$ cat src/rtl/p1_pkg.sv
// Shared types and default sizing for the decimal output stage.
package p1_pkg;

   localparam int P1_WIDTH  = 32;
   localparam int P1_DIGITS = 10;

   typedef enum logic [2:0] {
      ST_IDLE    = 3'd0,
      ST_CONVERT = 3'd1,
      ST_SKIP    = 3'd2,
      ST_EMIT    = 3'd3,
      ST_DONE    = 3'd4
   } state_t;

endpackage

$ cat src/rtl/p1_dec_out_if.sv
// Bus between the solver result, the decimal converter and the digit consumer.
interface p1_dec_out_if #(
   parameter int WIDTH = 32
);
   // Handshake: a digit moves on a rising edge where DigitValid & Ready are both 1;
   // while Ready is 0, Digit/DigitLast/DigitValid stay frozen. Valid is a level, not a pulse.
   logic             Valid;
   logic [WIDTH-1:0] Value;
   logic             Ready;
   logic             DigitValid;
   logic [3:0]       Digit;
   logic             DigitLast;
   logic             Busy;
   logic             Done;

   modport master (
      output Valid, Value, Ready,
      input  DigitValid, Digit, DigitLast, Busy, Done
   );

   modport slave (
      input  Valid, Value, Ready,
      output DigitValid, Digit, DigitLast, Busy, Done
   );
endinterface

$ cat src/rtl/p1_dec_out_bcd_add3.sv
// Double-dabble correction for one BCD digit: values 5..9 get +3 before the shift.
module bcd_add3 (
   input  logic [3:0] d,
   output logic [3:0] q
);
   assign q = (d >= 4'd5) ? d + 4'd3 : d;
endmodule

$ cat src/rtl/p1_dec_out.sv
// Converts a binary result to decimal via shift-add, then streams the digits
// most significant first with leading zeros suppressed.
module p1_dec_out
   import p1_pkg::*;
#(
   parameter int WIDTH  = P1_WIDTH,
   parameter int DIGITS = P1_DIGITS
) (
   input  logic            CLK,
   input  logic            Init,
   p1_dec_out_if.slave     bus,
   output state_t          dbg_state
);
   localparam int BW    = 4 * DIGITS;
   localparam int CNT_W = $clog2(WIDTH + 1);
   localparam int REM_W = $clog2(DIGITS + 1);

   state_t             state;
   logic [WIDTH-1:0]   sh;
   logic [BW-1:0]      bcd;
   logic [BW-1:0]      adj;
   logic [CNT_W-1:0]   cnt;
   logic [REM_W-1:0]   rem;
   logic               dv_q, last_q, busy_q, done_q;
   logic [3:0]         digit_q;
   logic [3:0]         top_dig;
   logic [3:0]         next_dig;

   for (genvar g = 0; g < DIGITS; g++) begin : g_add3
      bcd_add3 u_add3 (.d(bcd[4*g +: 4]), .q(adj[4*g +: 4]));
   end

   assign top_dig  = bcd[BW-1 -: 4];
   assign next_dig = bcd[BW-5 -: 4];

   always_ff @(posedge CLK) begin
      if (Init) begin
         state   <= ST_IDLE;
         sh      <= '0;
         bcd     <= '0;
         cnt     <= '0;
         rem     <= '0;
         dv_q    <= 1'b0;
         digit_q <= 4'd0;
         last_q  <= 1'b0;
         busy_q  <= 1'b0;
         done_q  <= 1'b0;
      end else begin
         case (state)
            ST_IDLE: begin
               if (bus.Valid) begin
                  sh     <= bus.Value;
                  bcd    <= '0;
                  cnt    <= CNT_W'(WIDTH);
                  rem    <= REM_W'(DIGITS);
                  busy_q <= 1'b1;
                  state  <= ST_CONVERT;
               end
            end
            ST_CONVERT: begin
               // The corrected digits and the binary MSB shift as one wide register.
               bcd <= BW'({adj, sh[WIDTH-1]});
               sh  <= {sh[WIDTH-2:0], 1'b0};
               cnt <= cnt - 1'b1;
               if (cnt == CNT_W'(1)) state <= ST_SKIP;
            end
            ST_SKIP: begin
               if (bcd == '0) begin
                  // A zero result collapses straight to a single '0' digit.
                  rem     <= REM_W'(1);
                  dv_q    <= 1'b1;
                  digit_q <= 4'd0;
                  last_q  <= 1'b1;
                  state   <= ST_EMIT;
               end else if (top_dig == 4'd0 && rem > REM_W'(1)) begin
                  bcd <= {bcd[BW-5:0], 4'd0};
                  rem <= rem - 1'b1;
               end else begin
                  dv_q    <= 1'b1;
                  digit_q <= top_dig;
                  last_q  <= (rem == REM_W'(1));
                  state   <= ST_EMIT;
               end
            end
            ST_EMIT: begin
               if (bus.Ready) begin
                  if (last_q) begin
                     dv_q    <= 1'b0;
                     digit_q <= 4'd0;
                     last_q  <= 1'b0;
                     busy_q  <= 1'b0;
                     done_q  <= 1'b1;
                     bcd     <= '0;
                     rem     <= '0;
                     state   <= ST_DONE;
                  end else begin
                     bcd     <= {bcd[BW-5:0], 4'd0};
                     rem     <= rem - 1'b1;
                     digit_q <= next_dig;
                     last_q  <= (rem == REM_W'(2));
                  end
               end
            end
            ST_DONE: begin
               // Wait for the level to drop so one held Valid yields one conversion.
               if (!bus.Valid) begin
                  done_q <= 1'b0;
                  state  <= ST_IDLE;
               end
            end
            default: state <= ST_IDLE;
         endcase
      end
   end

   assign bus.DigitValid = dv_q;
   assign bus.Digit      = digit_q;
   assign bus.DigitLast  = last_q;
   assign bus.Busy       = busy_q;
   assign bus.Done       = done_q;
   assign dbg_state      = state;

endmodule

$ cat src/flat_wrapper.sv
// flat-port wrapper written by rule: the top's interface ports become plain ports
module p1_dec_out_flat import p1_pkg::*;
#(
   parameter int WIDTH  = P1_WIDTH,
   parameter int DIGITS = P1_DIGITS
)
  (CLK, Init, dbg_state, bus_Valid, bus_Value, bus_Ready, bus_DigitValid, bus_Digit, bus_DigitLast, bus_Busy, bus_Done);
  p1_dec_out_if #(.WIDTH(WIDTH)) bus_i ();
  input  logic CLK;
  input  logic Init;
  output state_t dbg_state;
  input wire logic [$bits(bus_i.Valid)-1:0] bus_Valid;
  input wire logic [$bits(bus_i.Value)-1:0] bus_Value;
  input wire logic [$bits(bus_i.Ready)-1:0] bus_Ready;
  output wire logic [$bits(bus_i.DigitValid)-1:0] bus_DigitValid;
  output wire logic [$bits(bus_i.Digit)-1:0] bus_Digit;
  output wire logic [$bits(bus_i.DigitLast)-1:0] bus_DigitLast;
  output wire logic [$bits(bus_i.Busy)-1:0] bus_Busy;
  output wire logic [$bits(bus_i.Done)-1:0] bus_Done;
  assign bus_i.Valid = bus_Valid;
  assign bus_i.Value = bus_Value;
  assign bus_i.Ready = bus_Ready;
  assign bus_DigitValid = bus_i.DigitValid;
  assign bus_Digit = bus_i.Digit;
  assign bus_DigitLast = bus_i.DigitLast;
  assign bus_Busy = bus_i.Busy;
  assign bus_Done = bus_i.Done;
  p1_dec_out #(.WIDTH(WIDTH), .DIGITS(DIGITS)) u_core (.CLK(CLK), .Init(Init), .bus(bus_i), .dbg_state(dbg_state));
endmodule
$ cat config.mk
export PLATFORM = sky130hd
export DESIGN_NAME = p1_dec_out_flat
export DESIGN_NICKNAME = d
export VERILOG_FILES = /design/src/rtl/p1_pkg.sv /design/src/rtl/p1_dec_out_if.sv /design/src/rtl/p1_dec_out_bcd_add3.sv /design/src/rtl/p1_dec_out.sv /design/src/flat_wrapper.sv
export SDC_FILE = /design/constraint.sdc
export NUM_CORES = 1
export LEC_CHECK = 0
export CAP_MARGIN = 20
export CORE_MARGIN = 5
export CORE_UTILIZATION = 45
export DETAILED_ROUTE_END_ITERATION = 12
export DONT_BUFFER_PORTS = 1
export SLEW_MARGIN = 10
export SYNTH_ARGS = -nofsm -noshare
export SYNTH_HDL_FRONTEND = slang
export SYNTH_HIERARCHICAL = 1
export SYNTH_SLANG_ARGS = --single-unit
$ cat constraint.sdc
create_clock -name CLK -period 4.3 [get_ports CLK]
set_clock_uncertainty 0.15 [all_clocks]
set_input_delay 0.43 -clock CLK [delete_from_list [all_inputs] [get_ports CLK]]
set_output_delay 0.43 -clock CLK [all_outputs]
set_load 0.05 [all_outputs]
; Word level (Yosys, flattened, before mapping)
; Cells that the tools add are included.
; Widths: inputs -> output; s select.
[op_classes]
addsub = 12
n_lt_le_gt_ge = 11
n_eq_ne = 16
n_mux = 55
reduce_logical = 18
[ops]
columns = operator, count
row1 = $mux 40, 5
row2 = $pmux 40 s4, 1
row3 = $mux 4, 18
row4 = $pmux 32 s2, 1
row5 = $ge 4x3->1 const B, 10
row6 = $logic_not 40->1, 1
row7 = $add 4x2->4 const B, 9
row8 = $mux 32, 1
row9 = $mux 3, 8
row10 = $reduce_and 4->1, 4
row11 = $pmux 3 s5, 1
row12 = $mux 1, 12
row13 = $pmux 4 s3, 1
row14 = $pmux 6 s2, 1
row15 = $ne 2x2->1 const B, 4
row16 = $pmux 1 s2, 4
row17 = $pmux 4 s2, 1
row18 = $reduce_bool 2->1, 4
row19 = $eq 3x2->1 const B, 2
row20 = $eq 6x1->1 const B, 1
row21 = $mux 6, 1
row22 = $ne 2x1->1 const B, 3
row23 = $reduce_and 6->1, 1
row24 = $sub 6x1->6 const B, 1
row25 = 17 further kinds, 17
[totals]
register_bits = 93
word_cells = 122

; Depth between registers and ports, before layout
; Gate-level depths: netlist of the first run.
[depth]
word_depth = 5
depth_mapped = 10
ltp_nobuf = 8

; By module
; The synthesis of the first run kept the hierarchy.
[by_module_without_submodules]
columns = module, instances, cells_each, area_per_inst_um2, seq_area_each_um2
row1 = p1_dec_out, 1, 490, 4250.3, 1861.8
row2 = bcd_add3, 10, 16, 101.3, 0.0

; Least setup slack after synthesis of the first run
; OpenSTA, ideal clock, no wires.
[synth_path]
path_type = register to register
start = reg u_core.state[0] (netlist: u_core/dbg_state[0])
end = reg u_core.rem[2]
setup_time_ns = 0.077
t_arrival_ns = 2.127
path_slack_ns = 1.946
stages_incl_launch_ff = 7
cell_sequence = dfxtp_1 nand2_1 or2_2 clkbuf_1 o22ai_1 or4b_1 a31oi_1
[synth_via]
elab_chain_cells = 3
elab_cells_between_ends = 9
[synth_rtl]
columns = item, line_no
row1 = start: declaration, p1_dec_out.sv:18  ; state_t state;
row2 = start signal: assignment, p1_dec_out.sv:38  ; state <= ST_IDLE;
row3 = start signal: assignment, p1_dec_out.sv:57  ; state <= ST_CONVERT;
row4 = start signal: assignment, p1_dec_out.sv:65  ; if (cnt == CNT_W'(1)) state <= ST_SKIP;
row5 = $eq 3x2->1 or $logic_not 3->1 (tied branches), p1_dec_out.sv:49  ; case (state)
row6 = $ne 3x1->1 (no line) (tied with other cells), --
row7 = $reduce_and 4->1 (no line), --
row8 = end signal: assignment, p1_dec_out.sv:55  ; rem <= REM_W'(DIGITS);
row9 = end signal: assignment, p1_dec_out.sv:77  ; rem <= rem - 1'b1;
row10 = end signal: assignment, p1_dec_out.sv:98  ; rem <= rem - 1'b1;
row11 = end: declaration, p1_dec_out.sv:23  ; logic [REM_W-1:0] rem;
; Several ways; a longest one is shown, not always the timed one.
; A chain may end at the register's enable or synchronous reset.

; Final worst setup path of the first run
[layout_path]
start = reg u_core.state[0] (netlist: u_core/dbg_state[0])
end = reg u_core.bcd[27]
[layout_via]
elab_chain_cells = 3
elab_cells_between_ends = 11
[layout_rtl]
columns = item, line_no
row1 = $eq 3x2->1 (tied with other cells), p1_dec_out.sv:49
row2 = $ne 2x2->1 (no line) (tied with other cells), --
row3 = $reduce_and 5->1 (no line), --
row4 = end signal: assignment, p1_dec_out.sv:62  ; bcd <= BW'({adj, sh[WIDTH-1]});
row5 = end signal: assignment, p1_dec_out.sv:76  ; bcd <= {bcd[BW-5:0], 4'd0};
row6 = end signal: assignment, p1_dec_out.sv:97  ; bcd <= {bcd[BW-5:0], 4'd0};
row7 = end: declaration, p1_dec_out.sv:20  ; logic [BW-1:0] bcd;
; Several ways; a longest one is shown, not always the timed one.

==> impl_metrics.csv, run 1 <==
group,metric,value,unit
status,status,"completed",
cts,post_cts_buffers,0,
setup_path,cp.arrival,3.29,ns
floorplanning,start_util,0.459,
power_and_ir_drop,swShare,0.307,
final_layout,nFillCells,1143,
cts,cts_tree,"built",
synth,syn_area_per_cell,8.12,um2
detailed_routing,wl_met2,5570,um
synth,syn-cell-area,0.00524,mm2
hold_path,hp-start,"bus_Valid",
sta,setup_viol_count_final,0,
setup_path,r2r-start,"u_core/dbg_state[0]",
sta,finalHoldViolations,0,
detailed_routing,top_layer_used,"met4",
placed_design,dp_cells,754,
floorplanning,chipWidth,118,um
detailed_routing,drt_pre_antenna_iters,5,
setup_path,ff2ff_path_depth,6,
floorplanning,num_io_pins,47,
floorplanning,die_area,0.0139,mm2
setup_path,start_kind,"flip-flop",
detailed_routing,vias_per_cell,5.75,
global_routing,grt_max_degree,47,
setup_path,cp-end-kind,"flip-flop",
cts,clockRootBuffer,"clkbuf_16",
sta,fmax,0.316,GHz
power_and_ir_drop,vdd_drop_max,0.266,mV
sta,worst_pin_slew,1.05,ns
detailed_routing,wirelength,12400,um
global_routing,globalRouteTotalUtil,0.178,
global_routing,overflow,0,
flow_run,maxCapViolations,0,
hold_path,hold_end,"u_core/dbg_state[2]",
final_layout,final_area,0.00566,mm2
setup_path,path_class,"reg -> reg",
final_layout,nets,687,
detailed_routing,vias,4438,
sta,timing.final.crit_period,3.17,ns
final_layout,final_util,0.496,
sta,slew_violations,0,
power_and_ir_drop,p_per_area,401,mW/mm2
final_layout,synthToLayoutAreaGrowth,7.90,%
power_and_ir_drop,pwr-share-comb,0.200,
placed_design,place_congestion,0.810,
synth,syn_inst,646,
global_routing,antenna_found_initial,0,
detailed_routing,dr_wl_met3,615,um
detailed_routing,ant_nets,0,
cts,clk_pin_slew,0.06,ns
sta,rsz0062_at_grt,"no",
cts,cts-buffers-inserted,9,
power_and_ir_drop,p_seq_frac,0.453,
setup_path,worstPathMaxFanout,43,
cts,cts_buffer_depth,2,
power_and_ir_drop,p_switching,698,uW
power_and_ir_drop,p_leak,2.08,nW
setup_path,crit_required,4.42,ns
cts,clock-sinks,93,
final_layout,num_antenna_cells,0,
synth,syn-num-nets,707,
hold_path,min_path_cells,2,
final_layout,final_layout_size_suffix_gt1_frac,0.107,
final_layout,finalNonFillerCells,772,
detailed_routing,drt-initial-drc-count,283,
sta,fin_crit_sh,0.736,
hold_path,hold_class,"in -> reg",
floorplanning,core,0.0114,mm2
detailed_routing,route.detailed.drc,0,
detailed_routing,drt-wirelength-per-cell,16.0,um
power_and_ir_drop,internal-power,1.57,mW
global_routing,grt_pass1_wl,20600,um
sta,relSlewSlack,0.298,
cts,cts-htree-levels,3,
sta,fin_setup_tns,0,ns
placed_design,hpwlAfterDp,7890,um
setup_path,rrSetupSlack,1.13,ns
floorplanning,die-height,118,um
cts,insertion_delay,0.35,ns
power_and_ir_drop,p_clk_frac,0.347,
floorplanning,rows,39,
detailed_routing,wirelength_met1,5910,um
placed_design,postPlaceCellArea,0.00530,mm2
placed_design,port_buffers,0,
global_routing,grt_pass1_vias,4152,
setup_path,r2r_end,"u_core/bcd[27]",
synth,yosys_warnings,6,
what timing repair did:
| item | 4_1_cts | 5_1_grt |
|---|---|---|
| resized for setup | 0 | 0 |
| hold buffers | 4 | 0 |
| hold endpoints to repair | 42 | 0 |
routing by layer:
metal | GRT usage | up-vias
li1 | - | 2274
met1 | 0.231 | 2066
met2 | 0.280 | 82
met3 | 0.0423 | 16
met4 | 0.0774 | 0
met5 | 0 | -
worst max-delay path: stages, from the launching register on:
cell and delay (ns):
dfxtp_1 1.02, nor3_1 0.14, nor3_1 0.23, o21a_2 0.72, buf_4 0.51, nor2_1 0.11
a211oi_2 0.20
area by class of cell:
type / count / area, um2 / area share
multi-input cells: 481 / 3100 / 0.548
clock inverters: 4 / 50.0 / 0.00885
flip-flops and latches: 93 / 1860 / 0.329
clock buffers: 10 / 239 / 0.0422
inverters: 31 / 116 / 0.0206
repair buffers: 10 / 113 / 0.0199
well taps: 143 / 179 / 0.0316
state kept, by name, indices dropped and copies added, names as in the netlist:
| signal | cells |
|---|---|
| u_core/bus.Digit | 4 |
| u_core/rem | 4 |
| u_core/cnt | 6 |
| u_core/bcd | 40 |
| u_core/dbg_state | 3 |
| u_core/sh | 32 |
| u_core/bus.Done | 1 |
| u_core/bus.Busy | 1 |
| u_core/bus.DigitLast | 1 |
| u_core/bus.DigitValid | 1 |
worst max-delay path by stage:
stage,start,end,slack (ns),depth (start not counted)
after floorplan,u_core/dbg_state[0],u_core/rem[2],1.95,6
after global placement,u_core/dbg_state[0],u_core/bcd[26],1.25,6
after detailed placement,u_core/dbg_state[0],u_core/bcd[27],1.16,6
after CTS,u_core/dbg_state[0],u_core/bcd[27],1.14,6
after global routing,u_core/dbg_state[0],u_core/bcd[26],0.81,6
final,u_core/dbg_state[0],u_core/bcd[27],1.13,6
power groups by stage:
stage | logic (mW) | clock network [mW] | registers, mW
global placement | 0.417 | 0 | 1.04
CTS | 0.457 | 0.811 | 1.03
detailed placement | 0.431 | 0 | 1.05
floorplan | 0.382 | 0 | 1.02
global route | 0.513 | 0.845 | 1.04
finish | 0.454 | 0.788 | 1.03
metrics by stage:
stage | hold slack (ns) | total power [mW] | setup slack (ns)
detailed placement | 0.293 | 1.48 | 1.16
finish | 0.0981 | 2.27 | 1.13
CTS | 0.0846 | 2.30 | 1.14
floorplan | 0.282 | 1.40 | 1.95
global placement | 0.288 | 1.46 | 1.25
global route | 0.101 | 2.40 | 0.815
placed cells by master, fill, tap and decap left out, types with 3 or more instances in the layout:
cell,n
a21oi_1,47
xnor2_1,10
inv_1,31
nor3_1,6
buf_4,6
or2_2,3
clkbuf_16,9
nand2b_1,25
a22oi_1,69
nand2_1,91
o21ai_0,13
dfxtp_1,93
o21ai_1,9
nand3_1,6
mux2i_1,14
ha_1,25
a31oi_1,3
nor4_1,10
nor2_1,68
a211oi_1,23
a211oi_2,21
a21oi_2,11
Power figures use the tool's default switching activity.
==> run 2, diff against run 1 <==
clock period = 2.84 ns   (was 4.3 ns; I/O delays follow)
==> run 2 against run 1 <==
Net effect:
- critical path depth up 3
- final area up 7.1%
- sequential cell count unchanged
- die area unchanged
- non-clock buffer count up 39
- cell count up 5.3%
- via count up 4.1%
- routed wire length up 0.64%
- register-to-register slack worse by 0.84 ns
- power up 59%
- critical endpoint is now u_core/bcd[15]
==> impl_metrics.csv, run 2 (synthesis gave the netlist of run 1 again) <==
group,metric,value,unit
sta,finalHoldViolations,0,
hold_path,hold_class,"in -> reg",
sta,fin_setup_tns,0,ns
flow_run,maxCapViolations,0,
global_routing,globalRouteTotalUtil,0.178,
sta,worst_pin_slew,0.666,ns
placed_design,dp_cells,769,
placed_design,place_congestion,0.779,
sta,fin_crit_sh,0.895,
final_layout,nFillCells,1132,
setup_path,worstPathMaxFanout,24,
sta,fmax,0.393,GHz
setup_path,r2r-start,"u_core/rem[0]",
final_layout,largest_reg_flops,40,
floorplanning,start_util,0.459,
sta,timing.final.crit_period,2.54,ns
final_layout,reg.largest.list,"u_core/bcd (40), u_core/sh (32), u_core/cnt (6)",
global_routing,antenna_found_initial,0,
global_routing,grt_pass1_wl,21200,um
setup_path,crit_family,"compound AO/OA/AOI/OAI gates",
detailed_routing,wirelength_met1,5900,um
detailed_routing,dr_wl_met3,515,um
detailed_routing,route.detailed.drc,0,
setup_path,slowest_delay,0.41,ns
detailed_routing,drt-wirelength-per-cell,15.3,um
detailed_routing,drt_pre_antenna_iters,5,
detailed_routing,vias,4618,
cts,clock-sinks,93,
status,status,"completed",
final_layout,final_cell_mix,"93 x dfxtp_1, 91 x nand2_1, 69 x a22oi_1, 68 x nor2_1, 47 x a21oi_1",
power_and_ir_drop,vdd_drop_max,0.413,mV
global_routing,grt_pass1_vias,4374,
cts,clk_pin_slew,0.06,ns
final_layout,layout_commonest_cell,"dfxtp_1",
detailed_routing,top_layer_used,"met4",
floorplanning,die_area,0.0139,mm2
final_layout,nets,726,
setup_path,crit_required,2.93,ns
final_layout,num_antenna_cells,0,
cts,cts_buffer_depth,2,
setup_path,cp-end-kind,"flip-flop",
power_and_ir_drop,p_per_area,596,mW/mm2
detailed_routing,wirelength,12400,um
final_layout,finalNonFillerCells,813,
sta,worst_slack,0.297,ns
placed_design,pre_cts_slack,0.203,ns
detailed_routing,drt-initial-drc-count,287,
detailed_routing,vias_per_cell,5.68,
setup_path,path_class,"reg -> reg",
placed_design,hpwlAfterDp,8130,um
sta,relSlewSlack,0.553,
cts,post_cts_buffers,0,
power_and_ir_drop,finalPower,3.61,mW
cts,insertion_delay,0.34,ns
cts,cts-buffers-inserted,9,
cts,clockRootBuffer,"clkbuf_16",
final_layout,regMostFlops,"u_core/bcd",
floorplanning,die-height,118,um
setup_path,cp.arrival,2.63,ns
detailed_routing,ant_nets,0,
power_and_ir_drop,p_leak,2.28,nW
global_routing,grt_max_degree,94,
sta,rsz0062_at_grt,"no",
final_layout,synthToLayoutAreaGrowth,15.5,%
setup_path,start_kind,"flip-flop",
setup_path,critPathBufInv,2,
final_layout,final_util,0.531,
cts,cts-htree-levels,3,
hold_path,hp-start,"bus_Value[10]",
setup_path,crit_path_cell_trace,"inv_1 -> ha_1 -> or2_2 -> nand2_1 -> o311a_1 -> o21a_4 -> buf_4 -> nor2_1 -> a211oi_1",
floorplanning,chipWidth,118,um
placed_design,port_buffers,0,
cts,cts_tree,"built",
setup_path,setup.worst_path.start,"u_core/rem[0]",
setup_path,cp_slowest_cell,"dfxtp_1",
sta,setup_viol_count_final,0,
detailed_routing,wl_met2,5860,um
floorplanning,rows,39,
sta,slew_violations,0,
global_routing,overflow,0,
floorplanning,core,0.0114,mm2
floorplanning,num_io_pins,47,
final_layout,final_layout_size_suffix_gt1_frac,0.121,
## run 2: changes by cell type in the layout (fill, tap and decap cells not counted), sizes merged
cell	previous run	this run
dlygate4sd3	2	27
bufinv	1	2
clkbuf	10	13
clkinv	1	0
buf	8	22
clkinvlp	2	1
## run 2: metrics by stage
stage          hold slack [ns]  cell area [um2]
2_1_floorplan            0.282             5240
3_5_place_dp             0.221             5430
3_3_place_gp             0.220             5430
5_1_grt                0.00730             6060
6_report               0.00897             6060
4_1_cts               0.000245             6050
## run 2: per-layer routing
| layer | global-route usage | vias to the layer above |
|---|---|---|
| met5 | 0 | - |
| met4 | 0.0652 | 0 |
| met3 | 0.0423 | 9 |
| met2 | 0.283 | 78 |
| met1 | 0.236 | 2182 |
| li1 | - | 2349 |
## run 2: timing repair
item | 4_1_cts | 5_1_grt
hold buffers | 28 | 0
endpoints found under the setup margin | 0 | 1
endpoints found under the hold margin | 93 | 0
resized for setup | 0 | 1
## run 2: worst paths after layout
check                           slack, ns        endpoint  depth (start not counted)
worst max-delay path                 0.30  u_core/bcd[15]                          9
worst min-delay path                0.009   u_core/sh[10]                          2
worst max register to register       0.30  u_core/bcd[15]                          9
worst min register to register       0.31    u_core/sh[9]                          2
## run 2: layout make-up
| cell class | count | area [um2] | share of cell area |
|---|---|---|---|
| tap | 143 | 179 | 0.0295 |
| sequential | 93 | 1860 | 0.307 |
| inverter | 31 | 116 | 0.0192 |
| multi-input combinational | 481 | 3110 | 0.513 |
| clock buffer | 13 | 260 | 0.0430 |
| timing repair buffer | 49 | 468 | 0.0772 |
| clock inverter | 3 | 67.6 | 0.0112 |
## run 2: where the power goes
part	total [mW]	switching, mW	internal, mW
Sequential	1.54	0.131	1.41
Combinational	0.759	0.436	0.323
Clock	1.31	0.494	0.820
